**config.mk**
```make
export PLATFORM = sky130hd
export DESIGN_NAME = imem_loader
export DESIGN_NICKNAME = d
export VERILOG_FILES = /design/src/rtl/imem_loader.sv
export SDC_FILE = /design/constraint.sdc
export NUM_CORES = 1
export LEC_CHECK = 0
export ABC_AREA = 1
export CAP_MARGIN = 5
export CORE_AREA = 2 2 89 91
export CTS_CLUSTER_DIAMETER = 80
export DETAILED_ROUTE_END_ITERATION = 16
export DIE_AREA = 0 0 91 93
export PLACE_DENSITY = 0.79
export SLEW_MARGIN = 20
export SYNTH_ARGS = -nofsm -noshare
export SYNTH_HDL_FRONTEND = slang
export SYNTH_SLANG_ARGS = --single-unit
```
**constraint.sdc**
```tcl
create_clock -name clk -period 2.4 [get_ports clk]
set_input_delay 0.36 -clock clk [delete_from_list [all_inputs] [get_ports clk]]
set_output_delay 0.36 -clock clk [all_outputs]
set_load 0.02 [all_outputs]
```
**src/rtl/imem_loader.sv**
```systemverilog
// imem_loader: assembles a little-endian byte stream into 32-bit words and writes them to instruction memory from address 0.
// Latency: four accepted bytes then one WRITE cycle per word; io_done rises on the edge after the final write.
// Backpressure: io_in_ready is high only while collecting bytes. Define LOADER_CHECKSUM_EN to enable the running word sum.
module imem_loader (
  input  logic        clk,
  input  logic        reset,
  input  logic        io_start,
  input  logic [10:0] io_count,
  input  logic        io_in_valid,
  input  logic [7:0]  io_in_bits,
  output logic        io_in_ready,
  output logic        io_wen,
  output logic [9:0]  io_waddr,
  output logic [31:0] io_wdata,
  output logic        io_busy,
  output logic        io_done,
  output logic        io_core_reset,
  output logic [31:0] io_checksum
);

  typedef enum logic [1:0] {IDLE, RECV, WRITE, DONE} state_t;

  state_t      state;
  state_t      state_nxt;
  logic [10:0] count;
  logic [9:0]  idx;
  logic [1:0]  byte_cnt;
  logic [31:0] word;

  logic        start_ok;
  logic        accept;
  logic        last_word;
  logic [10:0] count_sat;

  // A start is only honoured when no load is in flight.
  assign start_ok  = io_start && ((state == IDLE) || (state == DONE));
  // Saturate so the word index can never wrap past address 1023.
  assign count_sat = (io_count > 11'd1024) ? 11'd1024 : io_count;
  assign accept    = io_in_valid && (state == RECV);
  assign last_word = ({1'b0, idx} == (count - 11'd1));

  // State register.
  always_ff @(posedge clk or posedge reset) begin
    if (reset) state <= IDLE;
    else       state <= state_nxt;
  end

  // Next-state logic.
  always_comb begin
    state_nxt = state;
    case (state)
      IDLE, DONE: begin
        if (io_start) state_nxt = (count_sat == 11'd0) ? DONE : RECV;
      end
      RECV: begin
        if (accept && (byte_cnt == 2'd3)) state_nxt = WRITE;
      end
      WRITE: begin
        state_nxt = last_word ? DONE : RECV;
      end
      default: state_nxt = IDLE;
    endcase
  end

  // Count latch, byte lane assembly and word index advance.
  always_ff @(posedge clk or posedge reset) begin
    if (reset) begin
      count    <= 11'd0;
      idx      <= 10'd0;
      byte_cnt <= 2'd0;
      word     <= 32'd0;
    end else begin
      if (start_ok) begin
        count    <= count_sat;
        idx      <= 10'd0;
        byte_cnt <= 2'd0;
      end
      if (accept) begin
        word[{byte_cnt, 3'b000} +: 8] <= io_in_bits;
        byte_cnt                      <= byte_cnt + 2'd1;
      end
      if ((state == WRITE) && !last_word) idx <= idx + 10'd1;
    end
  end

`ifdef LOADER_CHECKSUM_EN
  logic [31:0] checksum;

  // Running modulo-2^32 sum of every word written in the current load.
  always_ff @(posedge clk or posedge reset) begin
    if (reset)                checksum <= 32'd0;
    else if (start_ok)        checksum <= 32'd0;
    else if (state == WRITE)  checksum <= checksum + word;
  end

  assign io_checksum = checksum;
`else
  assign io_checksum = 32'd0;
`endif

  // Outputs decode from the state register and datapath registers only.
  assign io_in_ready   = (state == RECV);
  assign io_wen        = (state == WRITE);
  assign io_waddr      = idx;
  assign io_wdata      = word;
  assign io_busy       = (state == RECV) || (state == WRITE);
  assign io_done       = (state == DONE);
  assign io_core_reset = io_busy;

endmodule

```
* Word level (Yosys, flattened, before mapping) *
Cells that the tools add are included.

storage, ports and cells
  register bits = 57
  logic and storage cells = 43

operators by class
  add/subtract/negate cells = 4
  magnitude comparators = 1
  equality and inequality tests = 7
  shift operators = 2
  mux-type cells = 11
  reduce and logical (&&, ||, !) cells = 13

operator list
  cell                                                                      number
  32-bit bitwise mux                                                        1
  8-bit by 7-bit variable shift with 32-bit output (first input constant)   1
  8-bit by 7-bit indexed part select with 32-bit output                     1
  10-bit 2-to-1 mux                                                         2
  2-bit 2-to-1 mux                                                          6
  10-bit by 11-bit equality test with 1-bit output                          1
  11-bit > comparator (second input constant)                               1
  11-bit logical NOT                                                        1
  11-bit 2-to-1 mux                                                         1
  11-bit by 1-bit subtractor with 11-bit output (second input constant)     1
  10-bit by 1-bit adder with 10-bit output (second input constant)          1
  5-bit negator with 7-bit output                                           1
  2-bit equality test (second input constant)                               3
  2-bit one-hot mux with 3 select lines                                     1
  1-bit logical AND                                                         4
  2-bit nonzero test                                                        2
  2-bit by 1-bit adder with 2-bit output (second input constant)            1
  2-bit by 1-bit equality test with 1-bit output (second input constant)    1
  2-bit logical NOT                                                         1
  1-bit logical OR                                                          2
  2-bit by 1-bit inequality test with 1-bit output (second input constant)  1
  2-bit inequality test (second input constant)                             1
  2-bit AND reduction                                                       1
  2-bit OR reduction                                                        1
  1-bit logical NOT                                                         1

* Logic depth before layout (Yosys ltp) *
Gate-level depths: netlist of the first run.

  depth in word-level cells = 6
  mapped depth = 14

* Worst setup path after synthesis of the first run *
No wires, ideal clock.

  path kind = register to register
  start = register byte_cnt[0]
  end = register word[17], in the netlist io_wdata[17]
  library setup time = 67 ps
  arrival time = 1953 ps
  data required time = 2333 ps
  slack = 381 ps
  stages on the path, launching flop included = 8
  buffers on the path = 2
  clock period less this slack = 2019 ps
  cells stage by stage = dfrtp_1 -> clkbuf_1 -> clkinv_1 -> ha_1 -> clkbuf_1 -> nor2_1 -> nand4_1 -> nand2_1

on the way
  cells in the longest elaborated chain, start to end = 3
  elaborated cells on any way between the ends = 4

ends and longest elaborated chain
  item                                                                                                                       RTL line  text
  start, declared                                                                                                            27        logic [1:0] byte_cnt;
  start signal, assigned                                                                                                     80        byte_cnt <= byte_cnt + 2'd1;
  5-bit negator with 7-bit output (*)                                                                                        79        word[{byte_cnt, 3'b000} +: 8] <= io_in_bits;
  8-bit by 7-bit indexed part select with 32-bit output or 8-bit by 7-bit variable shift with 32-bit output (tied branches)  79
  32-bit bitwise mux (*)                                                                                                     79
  end signal, assigned by index                                                                                              79
  end, declared                                                                                                              28        logic [31:0] word;

Mark *: on every way between the ends. The rest lies on a longest branch, timed or not.
A chain may end at the register's enable or synchronous reset.

* Worst setup path after layout of the first run *
  start = register state[0]
  end = output port io_busy

on the way
  cells in the longest elaborated chain, start to end = 2
  elaborated cells on any way between the ends = 3

ends and longest elaborated chain
  item                                                                                   RTL line  text
  start, declared                                                                        23        state_t state;
  start signal, assigned                                                                 45        else state <= state_nxt;
  2-bit by 1-bit equality test with 1-bit output or 2-bit equality test (tied branches)  106       assign io_busy = (state == RECV) || (state == WRITE);
  1-bit logical OR (*)                                                                   106
  end, declared                                                                          15        output logic io_busy,

Marks and branches as above.

==> results of run 1 <==
-- synth_stat cells --
cell type  number
clkbuf_1        8
nand2_4         1
nand4_1         8
nand2_1       116
a32o_1          1
xor2_1          5
o21ai_1         4
nand3_2         1
a22oi_1         1
a21oi_1         2
or2_2           1
nor3_1          3
clkinv_1        1
nand3b_1        2
dfrtp_1        57
o22ai_1         2
inv_1          46
o21ai_0        49
nand2_2         2
inv_2           3
conb_1          1
buf_2           4
o41ai_1         3
a31oi_1         1
nor2_1         36
nor2_4          2
ha_1           11
buf_6           1
nor2_2          4
nand3_1        49
o21ai_2         1
buf_4          33
xnor2_1         4
-- power groups by stage --
stage | Combinational [W] | Clock [W] | Sequential, W
finish | 0.00273 | 0.000974 | 0.00145
global route | 0.00305 | 0.00102 | 0.00149
CTS | 0.00273 | 0.000983 | 0.00145
detailed placement | 0.00271 | 0 | 0.00146
global placement | 0.00266 | 0 | 0.00146
floorplan | 0.00176 | 0 | 0.00157
-- area by class of cell --
class | instances | area (sq um) | share of cell area [%]
clock buffers | 10 | 127.6 | 2.918
repair buffers | 76 | 755.7 | 17.28
flip-flops and latches | 57 | 1426 | 32.61
inverters | 50 | 187.7 | 4.291
multi-input cells | 341 | 1667 | 38.10
clock inverters | 6 | 82.58 | 1.888
well taps | 102 | 127.6 | 2.918
-- kinds of logic (layout without fill, tap and decap cells) --
logic type,Yosys count,count (layout),share of synthesized area [%]
other cells,1,32,0.1080
fa+ha+maj,11,11,3.962
buf+inv,96,142,14.30
xor+xnor,9,9,2.269
compound gates,64,64,9.979
simple gates,225,225,28.31
flops,57,57,41.07
-- registers in the layout, summed over array words and instances (netlist names) --
signal    flops
io_wdata     32
count        11
io_waddr     10
byte_cnt      2
state         2
-- through the flow --
stage               cell area [sq um]  cells  hold WS [ns]  total power [W]  utilization (%)
floorplan                        3590    494        0.4548         0.003332                -
global placement                 4164    626        0.4694         0.004125            55.32
detailed placement               4164    626        0.4757         0.004173            55.32
CTS                              4374    642        0.4001         0.005162            58.11
global route                     4374    642        0.4319         0.005563            58.11
finish                           4374    642        0.3902         0.005151            58.11
-- layout by cell type, fill, tap and decap left out, types with 4 or more instances in the layout --
| cell | count |
|---|---|
| buf_4 | 6 |
| clkbuf_8 | 9 |
| clkdlybuf4s50_1 | 69 |
| conb_1 | 32 |
| dfrtp_1 | 57 |
| ha_1 | 11 |
| inv_1 | 45 |
| inv_2 | 4 |
| nand2_1 | 116 |
| nand3_1 | 49 |
| nand4_1 | 8 |
| nor2_1 | 36 |
| nor2_2 | 4 |
| o21ai_0 | 49 |
| o21ai_1 | 4 |
| xnor2_1 | 4 |
| xor2_1 | 5 |
-- worst paths after layout --
kind	startpoint	endpoint	slack, ns	depth (start not counted)
setup / recovery	state[0]	io_busy	0.17	4
hold / removal	reset	io_waddr[7]	0.39	2
setup reg to reg	count[0]	io_waddr[5]	0.48	13
hold reg to reg	io_wdata[2]	io_wdata[2]	0.49	2
max in group asynchronous	reset	io_wdata[9]	1.44	3
min in group clk	io_wdata[2]	io_wdata[2]	0.49	2
-- routing by layer --
metal | vias up | share of wire (%)
met5 | - | 0
met4 | 0 | 1.3
met2 | 122 | 51
met1 | 1532 | 42
met3 | 11 | 5.3
li1 | 1579 | -
==> flow_summary.json, run 1 <==
{
  "p_int_w": 0.002768,
  "holdBufCountCts": 0,
  "setup_viol": 0,
  "grtUsageMet1_pct": 26.30,
  "min_path_type": "input pin to async pin",
  "cts_sinks": 57,
  "finalCriticalPeriod_ns": 2.233,
  "first_global_vias": 3108,
  "fin_crit_sh_pct": 93.03,
  "cts_root_buffer": "clkbuf_8",
  "finalWorstSetupSlack_ns": 0.1673,
  "netlist_area_sq_um": 3473,
  "drtIter0Drc": 168,
  "crit_buf_inv": 3,
  "combPwrFrac_pct": 53.0,
  "grt_pass1_wl_microns": 14650,
  "clock_skew_ns": 0.006327,
  "yosys.area.top_type": "dfrtp_1",
  "syn_area_per_cell_sq_um": 7.502,
  "cts_inserted_buffers": 9,
  "ys_warn_count": 0,
  "critPathArrivalTime_ns": 1.87,
  "via_count": 3244,
  "wl_microns": 8925,
  "synth_cells": 463,
  "syn2layout_area_growth_pct": 25.94,
  "fillers": 695,
  "slew_headroom_pct": 63.94,
  "grt_overflow": 0,
  "crit_chain": "inv_1 -> ha_1 -> inv_1 -> clkdlybuf4s50_1",
  "cp-end-kind": "output pin",
  "cp_max_fo": 5,
  "clk_pin_slew_ns": 0.07,
  "ant_nets": 0,
  "p_clk_share_pct": 18.9,
  "drv_cap": 0,
  "tritoncts": "built",
  "clock.fmax_mhz": 447.9,
  "drc_errors": 0,
  "row_count": 32,
  "rsz0062_at_grt": "false",
  "diodes": 0,
  "status": "completed",
  "p_switching_w": 0.002383,
  "place_hpwl_microns": 6789,
  "worst_pin_slew_ns": 0.5401,
  "wire_per_inst_microns": 13.90,
  "die-area_sq_um": 8463,
  "die_h_microns": 93,
  "die_w_microns": 91,
  "core_area_sq_um": 7527,
  "htreeDepth": 3,
  "worstPathRequired_ns": 2.04,
  "crit_path_frequent_cell": "inv_1",
  "ys_ff_latch": 57,
  "drtPass1Iterations": 4,
  "start_util_pct": 46.14,
  "ctsLongestPathBuffers": 2,
  "grt_busiest_layer": "met2",
  "grt_use_met3_pct": 3.465,
  "ys_types": 33,
  "slew_viol_final": 0,
  "place_ws_ns": 0.4509,
  "grt_use_total_pct": 21.64,
  "ios": 102,
  "grt_max_degree": 35,
  "vias_per_cell": 5.053,
  "setup_tns_ns": 0,
  "ctsResizeCount": 0,
  "leakage_nw": 2.164,
  "power_density_nw_per_um2": 1178,
  "worst_path_largest_cell_delay_ns": 0.63,
  "seq_area_frac_synth_pct": 41.07,
  "clk-insertion-delay-late_ns": 0.33,
  "place.gp.congestion": 1.005,
  "p_seq_share_pct": 28.1,
  "drive_above_1_share_pct": 7.037,
  "startpoint_type": "register",
  "netSwitchingFraction_pct": 46.26,
  "synth_top_area_share_pct": 41.07,
  "portBuffers": 69,
  "hold_violations": 0,
  "nets": 569,
  "cts_setup_buffers": 0,
  "grtUsageMet2_pct": 38.15,
  "netlist_top_cells_area": "dfrtp_1, nand2_1, buf_4",
  "worst-setup-path-type": "register to output pin",
  "antenna_found_initial": 0,
  "cpLargestDelayFamily": "buffers and inverters",
  "ir_drop_mv": 0.5364,
  "cp_slowest_cell": "clkdlybuf4s50_1"
}
Note: power is estimated with default switching activity, not from simulation.
==> run 2: changes to the inputs <==
--- a/config.mk
+++ b/config.mk
@@ -7,11 +7,11 @@
 export LEC_CHECK = 0
 export ABC_AREA = 1
 export CAP_MARGIN = 5
-export CORE_AREA = 2 2 89 91
+export CORE_AREA = 2 2 93 95
 export CTS_CLUSTER_DIAMETER = 80
 export DETAILED_ROUTE_END_ITERATION = 16
-export DIE_AREA = 0 0 91 93
-export PLACE_DENSITY = 0.79
+export DIE_AREA = 0 0 95 97
+export PLACE_DENSITY = 0.76
 export SLEW_MARGIN = 20
 export SYNTH_ARGS = -nofsm -noshare
 export SYNTH_HDL_FRONTEND = slang
==> constraint.sdc (replaced) <==
create_clock -name clk -period 2 [get_ports clk]
set_input_delay 0.3 -clock clk [delete_from_list [all_inputs] [get_ports clk]]
set_output_delay 0.3 -clock clk [all_outputs]
set_load 0.02 [all_outputs]
==> flow_summary.json, run 2 (synthesized netlist as in run 1, its figures left out) <==
{
  "place_hpwl_microns": 6818,
  "fin_util_pct": 54.21,
  "cp-end-kind": "output pin",
  "syn2layout_area_growth_pct": 26.95,
  "portBuffers": 69,
  "core_area_sq_um": 8134,
  "r2r.worst_path.cells": 12,
  "slew_headroom_pct": 62.27,
  "grt_pass1_wl_microns": 14890,
  "rsz0062_at_grt": "false",
  "hold-worst-slack_ns": 0.3403,
  "die_h_microns": 97,
  "ir_drop_mv": 0.6202,
  "status": "completed",
  "worst_path_largest_cell_delay_ns": 0.60,
  "worst-setup-path-type": "register to output pin",
  "final_common_cell": "nand2_1",
  "crit_chain": "ha_1 -> clkdlybuf4s50_1",
  "via_count": 3227,
  "setup.reg_to_reg.worst_slack_ns": 0.19,
  "die-area_sq_um": 9215,
  "setup_viol": 0,
  "nets": 572,
  "finalCriticalPeriod_ns": 1.844,
  "die_w_microns": 95,
  "crit_buf_inv": 1,
  "htreeDepth": 3,
  "clk-insertion-delay-late_ns": 0.35,
  "worstSetupEndpoint": "io_done",
  "cts_inserted_buffers": 9,
  "critPathArrivalTime_ns": 1.54,
  "cts_root_buffer": "clkbuf_8",
  "drv_cap": 0,
  "power_density_nw_per_um2": 1406,
  "worstReg2RegStart": "count[0]",
  "cp_num_cells": 2,
  "holdBufCountCts": 0,
  "first_global_vias": 3153,
  "clock.fmax_mhz": 542.2,
  "grt_use_total_pct": 20.49,
  "grt_max_degree": 35,
  "setup_tns_ns": 0,
  "ant_nets": 0,
  "cp_slowest_cell": "clkdlybuf4s50_1",
  "fin_crit_sh_pct": 92.22,
  "drtPass1Iterations": 4,
  "fin_total_pwr_w": 0.006199,
  "wl_microns": 9105,
  "drive_above_1_share_pct": 9.208,
  "drc_errors": 0,
  "hold_violations": 0,
  "tritoncts": "built",
  "clk_pin_slew_ns": 0.08,
  "slew_viol_final": 0,
  "crit_start": "state[0]",
  "ctsLongestPathBuffers": 2,
  "largest_register_ffs": 32,
  "cp_max_fo": 5,
  "place.gp.congestion": 0.9155,
  "final_cell_mix": "nand2_1, clkdlybuf4s50_1, dfrtp_1",
  "drtIter0Drc": 122,
  "cpLargestDelayFamily": "buffers and inverters",
  "clock_skew_ns": 0.01053,
  "worstReg2RegEnd": "io_waddr[2]",
  "finalWorstSetupSlack_ns": 0.1556,
  "ios": 102,
  "min_path_type": "input pin to async pin",
  "cts_sinks": 57,
  "vias_per_cell": 4.980,
  "start_util_pct": 42.70,
  "worstPathRequired_ns": 1.70,
  "place_ws_ns": 0.1313,
  "antenna_found_initial": 0,
  "startpoint_type": "register",
  "worst_pin_slew_ns": 0.5651,
  "wire_per_inst_microns": 14.05,
  "row_count": 33,
  "grt_overflow": 0,
  "leakage_nw": 2.169,
  "diodes": 0
}
run 2: timing repair:
| action | in CTS | in global routing |
|---|---|---|
| gates cloned | 0 | 2 |
| pin swaps | 0 | 0 |
| setup buffers | 0 | 0 |
| resized for setup | 4 | 10 |
| endpoints found under the setup margin | 4 | 13 |
| hold endpoints to repair | 0 | 0 |
run 2: layout make-up:
| type | instances | area, sq um |
|---|---|---|
| clock buffer | 10 | 137.6 |
| fill | 768 | 3725 |
| clock inverter | 6 | 66.31 |
| timing repair buffer | 77 | 750.7 |
| sequential | 57 | 1426 |
| multi-input combinational | 343 | 1708 |
| inverter | 50 | 188.9 |
| tap | 105 | 131.4 |
run 2: how the worst min path moves through the flow:
| stage | slack, ns | from | end |
|---|---|---|---|
| 3_5_place_dp | 0.48 | io_wdata[5] | io_wdata[5] |
| 4_1_cts | 0.35 | reset | count[0] |
| 3_3_place_gp | 0.47 | io_wdata[6] | io_wdata[6] |
| 2_1_floorplan | 0.39 | io_start | count[10] |
| 5_1_grt | 0.38 | reset | count[0] |
| 6_report | 0.34 | reset | count[4] |
run 2: power by group:
| part | internal, W | switching, W | leakage (nW) | total (W) |
|---|---|---|---|---|
| logic | 0.00119 | 0.00211 | 1.30 | 0.00330 |
| clock network | 0.000610 | 0.000526 | 0.0949 | 0.00114 |
| registers | 0.00145 | 0.000308 | 0.770 | 0.00176 |
run 2: metal layers:
layer | track usage [%] | up-vias | routed length, microns
met5 | 0 | - | 0
met4 | 7.804 | 0 | 111
met3 | 5.296 | 12 | 440
met2 | 34.48 | 96 | 4696
met1 | 24.85 | 1531 | 3857
li1 | - | 1588 | -
run 2: worst reg2reg max path, cell delays in order, from the launching register on:
cell     delay, ns
dfrtp_1       0.40
inv_2         0.12
ha_4          0.18
nand2_2       0.10
nand2_1       0.10
nand2_1       0.06
nand2_1       0.07
nand3_1       0.11
nor2_2        0.11
nand3_2       0.13
nand2_2       0.18
nand3_1       0.10
nand2_1       0.08
run 2: per-stage QoR:
stage / cell area, sq um / instances
6_report: 4409 / 648
5_1_grt: 4409 / 648
4_1_cts: 4378 / 646
3_5_place_dp: 4179 / 630
3_3_place_gp: 4179 / 630
2_1_floorplan: 3593 / 494
